File: config.mk
export PLATFORM = sky130hd
export DESIGN_NAME = myproject_mul_pipe_flat
export DESIGN_NICKNAME = d
export VERILOG_FILES = /design/src/rtl/myproject_mul_pkg.sv /design/src/rtl/myproject_mul_if.sv /design/src/rtl/myproject_mul_lane.sv /design/src/rtl/myproject_mul_pipe.sv /design/src/flat_wrapper.sv
export SDC_FILE = /design/constraint.sdc
export NUM_CORES = 1
export LEC_CHECK = 0
export ABC_AREA = 1
export BUFFER_PORTS_ARGS = -buffer_cell sky130_fd_sc_hd__buf_2
export CORE_MARGIN = 2
export CORE_UTILIZATION = 30
export DETAILED_ROUTE_END_ITERATION = 12
export PLACE_DENSITY = 0.5
export SKIP_CTS_REPAIR_TIMING = 1
export SYNTH_ARGS = -nofsm -noshare
export SYNTH_HDL_FRONTEND = slang
export SYNTH_SLANG_ARGS = --single-unit
File: constraint.sdc
create_clock -name ap_clk -period 7.05 [get_ports ap_clk]
set_input_delay 1.0575 -clock ap_clk [delete_from_list [all_inputs] [get_ports ap_clk]]
set_output_delay 1.0575 -clock ap_clk [all_outputs]
set_load 0.005 [all_outputs]
File: src/rtl/myproject_mul_pkg.sv
// ============================================================================
// Module   : myproject_mul_pkg
// Brief    : Shared width, saturation-limit and parameter-legality helpers
//            for the pipelined multi-lane multiplier.
// Revision : 1.0
// ============================================================================
`default_nettype none

package myproject_mul_pkg;

  localparam int SAT_LIM_W = 128;

  function automatic int prod_width(input int w0, input int w1);
    return w0 + w1;
  endfunction

  function automatic logic [SAT_LIM_W-1:0] sat_umax(input int w);
    return (SAT_LIM_W'(1) << w) - SAT_LIM_W'(1);
  endfunction

  function automatic logic [SAT_LIM_W-1:0] sat_smax(input int w);
    return (SAT_LIM_W'(1) << (w - 1)) - SAT_LIM_W'(1);
  endfunction

  // ~(2^(w-1)-1) is -2^(w-1) in two's complement at any truncation >= w
  function automatic logic [SAT_LIM_W-1:0] sat_smin(input int w);
    return ~sat_smax(w);
  endfunction

  function automatic bit params_legal(input int w0, input int w1, input int wd,
                                      input int lanes, input int stages,
                                      input int tagw);
    return (wd >= 1) && (wd <= prod_width(w0, w1)) && (stages >= 2) &&
           (lanes >= 1) && (tagw >= 1);
  endfunction

endpackage

`default_nettype wire

File: src/rtl/myproject_mul_if.sv
// ============================================================================
// Module   : myproject_mul_if
// Brief    : Valid/ready operand and result bundle for myproject_mul_pipe.
// Revision : 1.0
// ============================================================================
`default_nettype none

interface myproject_mul_if #(
  parameter int DIN0_WIDTH = 19,
  parameter int DIN1_WIDTH = 17,
  parameter int DOUT_WIDTH = 36,
  parameter int NUM_LANE   = 1,
  parameter int TAG_WIDTH  = 8
) ();

  logic                           in_valid;
  logic                           in_ready;
  logic [NUM_LANE*DIN0_WIDTH-1:0] din0;
  logic [NUM_LANE*DIN1_WIDTH-1:0] din1;
  logic [TAG_WIDTH-1:0]           in_tag;
  logic                           out_valid;
  logic                           out_ready;
  logic [NUM_LANE*DOUT_WIDTH-1:0] dout;
  logic [TAG_WIDTH-1:0]           out_tag;

  modport master (
    output in_valid, din0, din1, in_tag, out_ready,
    input  in_ready, out_valid, dout, out_tag
  );

  modport slave (
    input  in_valid, din0, din1, in_tag, out_ready,
    output in_ready, out_valid, dout, out_tag
  );

endinterface

`default_nettype wire

File: src/rtl/myproject_mul_lane.sv
// ============================================================================
// Module   : myproject_mul_lane
// Brief    : One multiplier lane: operand register, full-product register,
//            width reduction and result delay chain. MYPROJECT_MUL_SAT_EN
//            selects saturating instead of wrapping width reduction.
// Revision : 1.0
// ============================================================================
`default_nettype none

module myproject_mul_lane
  import myproject_mul_pkg::*;
#(
  parameter int DIN0_WIDTH = 19,
  parameter int DIN1_WIDTH = 17,
  parameter int DOUT_WIDTH = 36,
  parameter int NUM_STAGE  = 3,
  parameter int SIGNED     = 0
) (
  input  wire logic                  ap_clk,
  input  wire logic                  ap_rst,
  input  wire logic [NUM_STAGE-1:0]  ld,
  input  wire logic [DIN0_WIDTH-1:0] a,
  input  wire logic [DIN1_WIDTH-1:0] b,
  output logic      [DOUT_WIDTH-1:0] y
);

  localparam int PW = prod_width(DIN0_WIDTH, DIN1_WIDTH);

  logic [DIN0_WIDTH-1:0] a_r;
  logic [DIN1_WIDTH-1:0] b_r;
  logic [PW-1:0]         prod;
  logic [PW-1:0]         p_r;
  logic [DOUT_WIDTH-1:0] red;

  always_ff @(posedge ap_clk or posedge ap_rst) begin
    if (ap_rst) begin
      a_r <= '0;
      b_r <= '0;
      p_r <= '0;
    end else begin
      if (ld[0]) begin
        a_r <= a;
        b_r <= b;
      end
      if (ld[1]) begin
        p_r <= prod;
      end
    end
  end

  if (SIGNED != 0) begin : g_signed
    logic signed [PW-1:0] a_ext;
    logic signed [PW-1:0] b_ext;
    assign a_ext = PW'(signed'(a_r));
    assign b_ext = PW'(signed'(b_r));
    assign prod  = a_ext * b_ext;
  end else begin : g_unsigned
    assign prod = PW'(a_r) * PW'(b_r);
  end

  if (DOUT_WIDTH == PW) begin : g_full
    assign red = p_r;
  end else begin : g_narrow
`ifdef MYPROJECT_MUL_SAT_EN
    if (SIGNED != 0) begin : g_ssat
      logic [PW-DOUT_WIDTH:0] hi;
      assign hi = p_r[PW-1:DOUT_WIDTH-1];
      // In range exactly when every bit above the result sign bit matches it
      always_comb begin
        red = p_r[DOUT_WIDTH-1:0];
        if (!((&hi) || (~|hi))) begin
          red = p_r[PW-1] ? DOUT_WIDTH'(sat_smin(DOUT_WIDTH))
                          : DOUT_WIDTH'(sat_smax(DOUT_WIDTH));
        end
      end
    end else begin : g_usat
      always_comb begin
        red = p_r[DOUT_WIDTH-1:0];
        if (|p_r[PW-1:DOUT_WIDTH]) begin
          red = DOUT_WIDTH'(sat_umax(DOUT_WIDTH));
        end
      end
    end
`else
    logic unused_p_hi;
    assign unused_p_hi = ^p_r[PW-1:DOUT_WIDTH];
    assign red         = p_r[DOUT_WIDTH-1:0];
`endif
  end

  if (NUM_STAGE > 2) begin : g_delay
    logic [DOUT_WIDTH-1:0] dly [2:NUM_STAGE-1];

    always_ff @(posedge ap_clk or posedge ap_rst) begin
      if (ap_rst) begin
        for (int k = 2; k < NUM_STAGE; k++) begin
          dly[k] <= '0;
        end
      end else begin
        if (ld[2]) begin
          dly[2] <= red;
        end
        for (int k = 3; k < NUM_STAGE; k++) begin
          if (ld[k]) begin
            dly[k] <= dly[k-1];
          end
        end
      end
    end

    assign y = dly[NUM_STAGE-1];
  end else begin : g_nodelay
    assign y = red;
  end

endmodule

`default_nettype wire

File: src/rtl/myproject_mul_pipe.sv
// ============================================================================
// Module   : myproject_mul_pipe
// Brief    : NUM_LANE pipelined multipliers under one bubble-collapsing
//            valid/ready controller with a pass-through tag.
//            Build option: MYPROJECT_MUL_SAT_EN (saturating width reduction).
// Revision : 1.0
// ============================================================================
`default_nettype none

module myproject_mul_pipe
  import myproject_mul_pkg::*;
#(
  parameter int DIN0_WIDTH = 19,
  parameter int DIN1_WIDTH = 17,
  parameter int DOUT_WIDTH = 36,
  parameter int NUM_LANE   = 1,
  parameter int NUM_STAGE  = 3,
  parameter int SIGNED     = 0,
  parameter int TAG_WIDTH  = 8
) (
  input wire logic       ap_clk,
  input wire logic       ap_rst,
  myproject_mul_if.slave bus
);

  if (!params_legal(DIN0_WIDTH, DIN1_WIDTH, DOUT_WIDTH, NUM_LANE, NUM_STAGE,
                    TAG_WIDTH)) begin : g_param_err
    $error("myproject_mul_pipe: illegal parameter combination");
  end

  logic [NUM_STAGE-1:0]           v;
  logic [NUM_STAGE-1:0]           adv;
  logic [NUM_STAGE-1:0]           vin;
  logic [NUM_STAGE-1:0]           ld;
  logic [TAG_WIDTH-1:0]           tag_r [NUM_STAGE];
  logic [NUM_LANE*DOUT_WIDTH-1:0] dout_w;

  // A stage may advance unless it and every stage downstream are full and
  // the consumer is stalling.
  always_comb begin : adv_chain
    logic tail_full;
    tail_full = 1'b1;
    adv       = '0;
    for (int k = NUM_STAGE - 1; k >= 0; k--) begin
      tail_full = tail_full & v[k];
      adv[k]    = ~tail_full | bus.out_ready;
    end
  end

  assign vin = {v[NUM_STAGE-2:0], bus.in_valid};
  assign ld  = adv & vin;

  always_ff @(posedge ap_clk or posedge ap_rst) begin
    if (ap_rst) begin
      v <= '0;
      for (int k = 0; k < NUM_STAGE; k++) begin
        tag_r[k] <= '0;
      end
    end else begin
      v <= (v & ~adv) | (vin & adv);
      if (ld[0]) begin
        tag_r[0] <= bus.in_tag;
      end
      for (int k = 1; k < NUM_STAGE; k++) begin
        if (ld[k]) begin
          tag_r[k] <= tag_r[k-1];
        end
      end
    end
  end

  for (genvar i = 0; i < NUM_LANE; i++) begin : g_lane
    myproject_mul_lane #(
      .DIN0_WIDTH (DIN0_WIDTH),
      .DIN1_WIDTH (DIN1_WIDTH),
      .DOUT_WIDTH (DOUT_WIDTH),
      .NUM_STAGE  (NUM_STAGE),
      .SIGNED     (SIGNED)
    ) u_lane (
      .ap_clk (ap_clk),
      .ap_rst (ap_rst),
      .ld     (ld),
      .a      (bus.din0[i*DIN0_WIDTH +: DIN0_WIDTH]),
      .b      (bus.din1[i*DIN1_WIDTH +: DIN1_WIDTH]),
      .y      (dout_w[i*DOUT_WIDTH +: DOUT_WIDTH])
    );
  end

  assign bus.in_ready  = adv[0];
  assign bus.out_valid = v[NUM_STAGE-1];
  assign bus.out_tag   = tag_r[NUM_STAGE-1];
  assign bus.dout      = dout_w;

endmodule

`default_nettype wire

File: src/flat_wrapper.sv
// flat-port wrapper written by rule: the top's interface ports become plain ports
module myproject_mul_pipe_flat import myproject_mul_pkg::*;
#(
  parameter int DIN0_WIDTH = 19,
  parameter int DIN1_WIDTH = 17,
  parameter int DOUT_WIDTH = 36,
  parameter int NUM_LANE   = 1,
  parameter int NUM_STAGE  = 3,
  parameter int SIGNED     = 0,
  parameter int TAG_WIDTH  = 8
)
  (ap_clk, ap_rst, bus_in_valid, bus_din0, bus_din1, bus_in_tag, bus_out_ready, bus_in_ready, bus_out_valid, bus_dout, bus_out_tag);
  myproject_mul_if #(.DIN0_WIDTH(DIN0_WIDTH), .DIN1_WIDTH(DIN1_WIDTH), .DOUT_WIDTH(DOUT_WIDTH), .NUM_LANE(NUM_LANE), .TAG_WIDTH(TAG_WIDTH)) bus_i ();
  input wire logic ap_clk;
  input wire logic ap_rst;
  input wire logic [$bits(bus_i.in_valid)-1:0] bus_in_valid;
  input wire logic [$bits(bus_i.din0)-1:0] bus_din0;
  input wire logic [$bits(bus_i.din1)-1:0] bus_din1;
  input wire logic [$bits(bus_i.in_tag)-1:0] bus_in_tag;
  input wire logic [$bits(bus_i.out_ready)-1:0] bus_out_ready;
  output wire logic [$bits(bus_i.in_ready)-1:0] bus_in_ready;
  output wire logic [$bits(bus_i.out_valid)-1:0] bus_out_valid;
  output wire logic [$bits(bus_i.dout)-1:0] bus_dout;
  output wire logic [$bits(bus_i.out_tag)-1:0] bus_out_tag;
  assign bus_i.in_valid = bus_in_valid;
  assign bus_i.din0 = bus_din0;
  assign bus_i.din1 = bus_din1;
  assign bus_i.in_tag = bus_in_tag;
  assign bus_i.out_ready = bus_out_ready;
  assign bus_in_ready = bus_i.in_ready;
  assign bus_out_valid = bus_i.out_valid;
  assign bus_dout = bus_i.dout;
  assign bus_out_tag = bus_i.out_tag;
  myproject_mul_pipe #(.DIN0_WIDTH(DIN0_WIDTH), .DIN1_WIDTH(DIN1_WIDTH), .DOUT_WIDTH(DOUT_WIDTH), .NUM_LANE(NUM_LANE), .NUM_STAGE(NUM_STAGE), .SIGNED(SIGNED), .TAG_WIDTH(TAG_WIDTH)) u_core (.ap_clk(ap_clk), .ap_rst(ap_rst), .bus(bus_i));
endmodule
== Word level (Yosys, flattened, before mapping) ==
Cells that the tools add are included.
Operators by class
  add/subtract/negate cells: 0
  $mul: 1
  divide/modulo/power cells: 0
  magnitude comparators: 0
  equal/unequal tests: 0
  shift operators: 0
  muxes and demuxes: 0
  bitwise gates (word level): 12
  reductions and logical operators: 0
Operators by type and width (number)
  $mul A19 B17 Y36: 1
  $and A3 B3 Y3: 2
  $not A1 Y1: 3
  $not A3 Y3: 1
  $or A1 B1 Y1: 3
  $or A3 B3 Y3: 1
  $and A1 B1 Y1: 2
Storage, ports and cells
  register bits: 135
  latch bits: 0
  bits in writable memories: 0
  bits in read-only memories: 0
  bits of input ports: 48
  output and inout bits: 46
  logic and storage cells: 21
  memories kept: 0

== Longest topological paths before layout ==
Gate-level depths: netlist of run 1.
  depth in word-level cells: 7
  gate-level depth with buffers: 29
  depth with buffers taken out: 28

== By module ==
A second synthesis of run 1 with hierarchy kept.
Unflattened totals
  cell total of the unflattened synthesis: 2097
  area total of the unflattened synthesis: 16717.3 sq um
Modules (own cells, without submodules)
  myproject_mul_lane: instances 1, cells each 1974, area an instance 15602.5 sq um, sequential area each 2702.6 sq um
  myproject_mul_pipe: instances 1, cells each 123, area an instance 1114.8 sq um, sequential area each 675.6 sq um

== Least setup slack after synthesis of run 1 ==
No wires, ideal clock.
  path kind: register to register
  start: register u_core.g_lane[0].u_lane.a_r[7]
  end: register u_core.g_lane[0].u_lane.p_r[27]
  setup time: 117 ps
  arrival: 5157 ps
  data required time: 6933 ps
  setup slack: 1776 ps
  stages on the path, launching flop included: 27
  path buffers: 2
  period minus slack after synthesis: 5274 ps
  cells stage by stage: dfrtp_1 -> clkbuf_1 -> clkbuf_1 -> nand2_1 -> fa_1 -> inv_1 -> fa_1 -> inv_1 -> fa_1 -> inv_1 -> fa_1 -> fa_1 -> inv_1 -> fa_1 -> inv_1 -> ha_1 -> nand2_1 -> inv_1 -> nand2_1 -> nor3_1 -> nand2_2 -> nand2_2 -> nand2_1 -> nand2_1 -> nand2_1 -> nand3_1 -> nand2_1
Between the ends
  cells in the longest elaborated chain, start to end: 1
RTL lines
  from (decl): RTL line myproject_mul_lane.sv:29  | logic [DIN0_WIDTH-1:0] a_r;
  from (signal assigned): RTL line myproject_mul_lane.sv:37  | a_r <= '0;
  from (signal assigned): RTL line myproject_mul_lane.sv:42  | a_r <= a;
  $mul A19 B17 Y36: RTL line myproject_mul_lane.sv:58  | assign prod = PW'(a_r) * PW'(b_r);
  to (signal assigned): RTL line myproject_mul_lane.sv:46  | p_r <= prod;
  to (decl): RTL line myproject_mul_lane.sv:32  | logic [PW-1:0] p_r;
Every way passes these cells.
A chain may end at the register's enable or synchronous reset.

== Final worst setup path of run 1 ==
  start: register u_core.g_lane[0].u_lane.b_r[8]
  end: register u_core.g_lane[0].u_lane.p_r[19]
Between the ends
  cells in the longest elaborated chain, start to end: 1
RTL lines
  from (decl): RTL line myproject_mul_lane.sv:30  | logic [DIN1_WIDTH-1:0] b_r;
  from (signal assigned): RTL line myproject_mul_lane.sv:38  | b_r <= '0;
  from (signal assigned): RTL line myproject_mul_lane.sv:43  | b_r <= b;
  $mul A19 B17 Y36: RTL line myproject_mul_lane.sv:58
Every way passes these cells.

==> flow_summary.ini, run 1 <==
[status]
status = completed

[global_route]
grt_pass1_vias = 13877
grt_max_degree = 77
grt_pass1_wl_microns = 74000
track_usage = 0.170
antenna_found_initial = 0
grt_overflow = 0

[clock_network]
insertion_delay_ns = 0.48
numCtsBuffers = 17
tritoncts = built
cts_buffer_depth = 2
cts.sinks = 135
cts-htree-levels = 4
cts-root-buf = clkbuf_16
clkTransAtPathRegs_ns = 0.07

[synth]
synth_area_sq_um = 16700
syn_inst = 2073
syn_nets = 2485
asyncSetResetFlopFracSynth = 1.00
synth_edf_count = 0
synth-main-ff-cell = dfrtp_1
synth_cell_types = 27
ys_seq_elements = 135
ys_seq_area_frac = 0.203
syn_area_per_cell_sq_um = 8.04
ys_warn_count = 0

[floorplan]
core_area_sq_um = 55000
die-width_microns = 240
dieArea_sq_um = 57500
start_util = 0.303
dieHeight_microns = 240
std_cell_rows = 86
io_pins = 94

[worst_hold_path]
hold_path.class = flop to flop

[placement]
dpl.hpwl_microns = 34700
port_buffers = 93
place_ws_ns = 1.02
place_inst = 2829
place_congestion = 0.857

[route]
drt-total-wl_microns = 44700
routedWlPerCell_microns = 15.6
vias_per_cell = 4.39
drtAntennaViolNets = 0
dr.first_iter.drc_count = 724
vias = 12550
drc = 0
first_pass_iters = 4

[setup_path]
path_delay_family = adder cells
critPathBufInv = 5
crit_chain = nand2_1 > fa_1 > inv_1 > fa_1 > fa_1 > fa_1 > fa_1 > inv_1 > fa_1 > inv_1 > ha_1 > nand2_1 > inv_1 > nand2_1 > inv_1 > a21oi_1 > nand2_2 > xnor2_1 > o21ai_2
crit_type = flop to flop
crit_path_end_kind = flop
crit_fanout = 20
slowest_delay_ns = 1.01
crit_top_cell = fa_1
start_kind = flop
cp.arrival_ns = 6.37
slowest_stage = dfrtp_1
required_ns = 7.40

[sta]
hold_viol_final = 0
clock_skew_ns = 0.0163
rsz0062_at_grt = no
min_period_over_period = 0.854
setup_tns_ns = 0
slew_violations = 0
clock.fmax_mhz = 166
setup-violations-final = 0
period_minus_slack_ns = 6.02
fin_ws_ns = 1.03
worst_pin_slew_ns = 1.19
slew_headroom = 0.201

[finish]
num-fill-cells = 5816
regArea_sq_um = 3380
drive_gt1_frac = 0.111
layout_common_cells = nand2_1, inv_1, fa_1, dfrtp_1, ha_1
mostFrequentLayoutCell = nand2_1
syn_to_final_growth_pct = 10.0
multi_input_area_sq_um = 10700
fin_util = 0.334
fin_cells = 2861
num_antenna_cells = 0
layout.nets = 2512

[run]
max_cap_violations = 0
## worst reg2reg max path, delay by kind of cell (launching register included)
kind | cells | cell delay (ns)
adder cells (fa/ha/maj) | 7 | 3.45
flip-flops | 1 | 1.01
AND/OR/NAND/NOR | 4 | 0.56
buffers and inverters | 5 | 0.32
XOR/XNOR | 1 | 0.30
AO/OA/AOI/OAI | 2 | 0.25
## state kept, by name, summed over array words and instances, names as in the netlist, named ones only
| register | count |
|---|---|
| u_core.g_lane.u_lane.p_r | 36 |
| u_core.g_lane.u_lane.b_r | 17 |
| u_core.bus.out_tag | 8 |
| u_core.g_lane.u_lane.y | 36 |
| u_core.tag_r | 16 |
| u_core.g_lane.u_lane.a_r | 19 |
## synth_stat cells (27+ instances only)
master / count / area, sq um
nor2_1: 46 / 173
dfrtp_1: 135 / 3380
nand2_1: 617 / 2320
clkbuf_1: 77 / 289
a21oi_1: 27 / 135
fa_1: 254 / 5080
mux2_2: 73 / 822
nand3_1: 42 / 210
ha_1: 110 / 1380
inv_1: 587 / 2200
o21ai_0: 30 / 150
## layout make-up
class / instances / area share
clock buffer: 18 / 0.0239
clock inverter: 14 / 0.00839
inverter: 588 / 0.121
multi-input combinational: 1251 / 0.581
sequential: 135 / 0.184
tap: 748 / 0.0510
timing repair buffer: 107 / 0.0311
## final timing paths
check                                                from                               to  slack (ns)  depth (start not counted)
max                        u_core.g_lane[0].u_lane.b_r[8]  u_core.g_lane[0].u_lane.p_r[19]        1.03                         19
min                        u_core.g_lane[0].u_lane.p_r[1]   u_core.g_lane[0].u_lane.p_r[1]        0.48                          2
max reg2reg                u_core.g_lane[0].u_lane.b_r[8]  u_core.g_lane[0].u_lane.p_r[19]        1.03                         19
min reg2reg                u_core.g_lane[0].u_lane.p_r[1]   u_core.g_lane[0].u_lane.p_r[1]        0.48                          2
max in group asynchronous                          ap_rst   u_core.g_lane[0].u_lane.b_r[7]        4.97                          3
min in group asynchronous                          ap_rst                 u_core.tag_r[19]        0.70                          2
## routing by layer
metal / global-route usage / routed length, microns / vias up
li1: - / - / 5943
met1: 0.206 / 18700 / 6264
met3: 0.0320 / 2090 / 70
met4: 0.0581 / 1150 / 0
met2: 0.300 / 22800 / 273
met5: 0 / 0 / -
## stage by stage
step | area [sq um] | hold WS [ns]
final | 18300 | 0.479
after global placement | 17800 | 0.462
after global routing | 18300 | 0.505
after detailed placement | 17800 | 0.466
after CTS | 18300 | 0.483
after floorplan | 16700 | 0.438
## kinds of logic (layout without fill, tap and decap cells)
group	after synthesis	count (layout)	synth area share
compound gates	68	68	0.0212
xor+xnor	16	16	0.00841
fa+ha+maj	364	364	0.388
buf+inv	687	727	0.159
flops	135	135	0.203
mux	73	73	0.0493
simple gates	730	730	0.172
Power of run 1 is left out: the tool's default activity adds up to more than one toggle a clock period on the data nets, which glitch-free logic cannot reach.
==> run 2, diff against run 1 <==
--- a/config.mk
+++ b/config.mk
@@ -8,9 +8,11 @@
 export ABC_AREA = 1
 export BUFFER_PORTS_ARGS = -buffer_cell sky130_fd_sc_hd__buf_2
 export CORE_MARGIN = 2
-export CORE_UTILIZATION = 30
+export CORE_UTILIZATION = 25
+export CTS_BUF_LIST = sky130_fd_sc_hd__clkbuf_4
+export CTS_CLUSTER_DIAMETER = 30
 export DETAILED_ROUTE_END_ITERATION = 12
-export PLACE_DENSITY = 0.5
+export PLACE_DENSITY = 0.44
 export SKIP_CTS_REPAIR_TIMING = 1
 export SYNTH_ARGS = -nofsm -noshare
 export SYNTH_HDL_FRONTEND = slang
==> flow_summary.ini, run 2 (synthesis gave the netlist of run 1 again) <==
[status]
status = completed

[floorplan]
dieHeight_microns = 262
std_cell_rows = 94
dieArea_sq_um = 68800
start_util = 0.253
core_area_sq_um = 65900
io_pins = 94
die-width_microns = 262

[clock_network]
cts-htree-levels = 4
cts_buffer_depth = 2
cts-root-buf = clkbuf_4
clkTransAtPathRegs_ns = 0.15
insertion_delay_ns = 0.69
tritoncts = built
cts.sinks = 135
numCtsBuffers = 17

[sta]
clock_skew_ns = 0.0249
slew_headroom = 0.203
period_minus_slack_ns = 6.00
worst_pin_slew_ns = 1.19
fin_ws_ns = 1.05
slew_violations = 0
hold_viol_final = 0
setup_tns_ns = 0
setup-violations-final = 0
rsz0062_at_grt = no
min_period_over_period = 0.851
clock.fmax_mhz = 167

[route]
vias_per_cell = 4.16
dr.first_iter.drc_count = 653
drt-total-wl_microns = 45900
drtAntennaViolNets = 0
drc = 0
routedWlPerCell_microns = 15.4
first_pass_iters = 4
vias = 12406

[global_route]
grt_pass1_wl_microns = 76600
grt_max_degree = 91
grt_overflow = 0
track_usage = 0.143
grt_pass1_vias = 14032
busiest_layer = met2
grtUsageMet1 = 0.177
grt.met3_usage = 0.0249
antenna_found_initial = 1
grtUsageMet2 = 0.253

[setup_path]
critPathBufInv = 5
crit_chain = nand2_1 > fa_1 > inv_1 > fa_1 > fa_1 > fa_1 > fa_1 > inv_1 > fa_1 > inv_1 > ha_1 > nand2_1 > inv_1 > nand2_1 > inv_1 > a21oi_1 > nand2_2 > xnor2_1 > o21ai_2
path_delay_family = adder cells
start_kind = flop
reg2reg_slack_ns = 1.05
cp.arrival_ns = 6.58
crit_type = flop to flop
crit_path_end_kind = flop
required_ns = 7.63
crit_top_cell = fa_1
slowest_stage = dfrtp_1
slowest_delay_ns = 1.02
crit_fanout = 20

[worst_hold_path]
hold_path.class = input pin to asynchronous set/reset pin

[finish]
num-fill-cells = 7153
multi_input_area_sq_um = 10700
fin_util = 0.277
layout.nets = 2518
regArea_sq_um = 3380
mostFrequentLayoutCell = nand2_1
layout_common_cells = nand2_1, inv_1, fa_1, dfrtp_1, ha_1
syn_to_final_growth_pct = 9.37
drive_gt1_frac = 0.112
fin_cells = 2984

[placement]
place_congestion = 0.851
dpl.hpwl_microns = 36400
place_inst = 2951
place_ws_ns = 1.01
port_buffers = 93

[run]
max_cap_violations = 0
## run 2: routing by layer
metal	up-vias	wire length, microns
met5	-	0
met4	0	835
met1	6215	20200
met2	188	23100
li1	5957	-
met3	46	1660
## run 2: through the flow
step           hold WS (ns)  instance area, sq um
2_1_floorplan         0.438                 16700
3_3_place_gp          0.460                 17900
3_5_place_dp          0.460                 17900
4_1_cts               0.418                 18200
5_1_grt               0.486                 18200
6_report              0.491                 18200
## run 2: path summary, 6_finish.rpt
check,startpoint,to,depth (start not counted)
worst max-delay path,u_core.g_lane[0].u_lane.b_r[8],u_core.g_lane[0].u_lane.p_r[19],19
worst min-delay path,ap_rst,u_core.bus.out_tag[4],2
worst max register to register,u_core.g_lane[0].u_lane.b_r[8],u_core.g_lane[0].u_lane.p_r[19],19
worst min register to register,u_core.g_lane[0].u_lane.p_r[3],u_core.g_lane[0].u_lane.p_r[3],2
max in group asynchronous,ap_rst,u_core.g_lane[0].u_lane.b_r[7],3
min in group ap_clk,u_core.g_lane[0].u_lane.p_r[3],u_core.g_lane[0].u_lane.p_r[3],2
## run 2: cell type report
cell class | count | share of cell area
Multi-Input combinational cell | 1251 | 0.584
Clock inverter | 13 | 0.00803
Tap cell | 864 | 0.0593
Antenna cell | 1 | 0.000137
Sequential cell | 135 | 0.185
Timing Repair Buffer | 113 | 0.0338
Clock buffer | 19 | 0.00782
Inverter | 588 | 0.121
## run 2: worst register-to-register path, cell delays in order (launching register included)
cell     delay [ns]
dfrtp_1        1.02
nand2_1        0.21
fa_1           0.57
inv_1          0.06
fa_1           0.50
fa_1           0.65
fa_1           0.46
fa_1           0.49
inv_1          0.05
fa_1           0.47
inv_1          0.04
ha_1           0.33
nand2_1        0.12
inv_1          0.06
nand2_1        0.09
inv_1          0.08
a21oi_1        0.18
nand2_2        0.14
xnor2_1        0.31
o21ai_2        0.08
Power of run 2 is left out for the same reason.
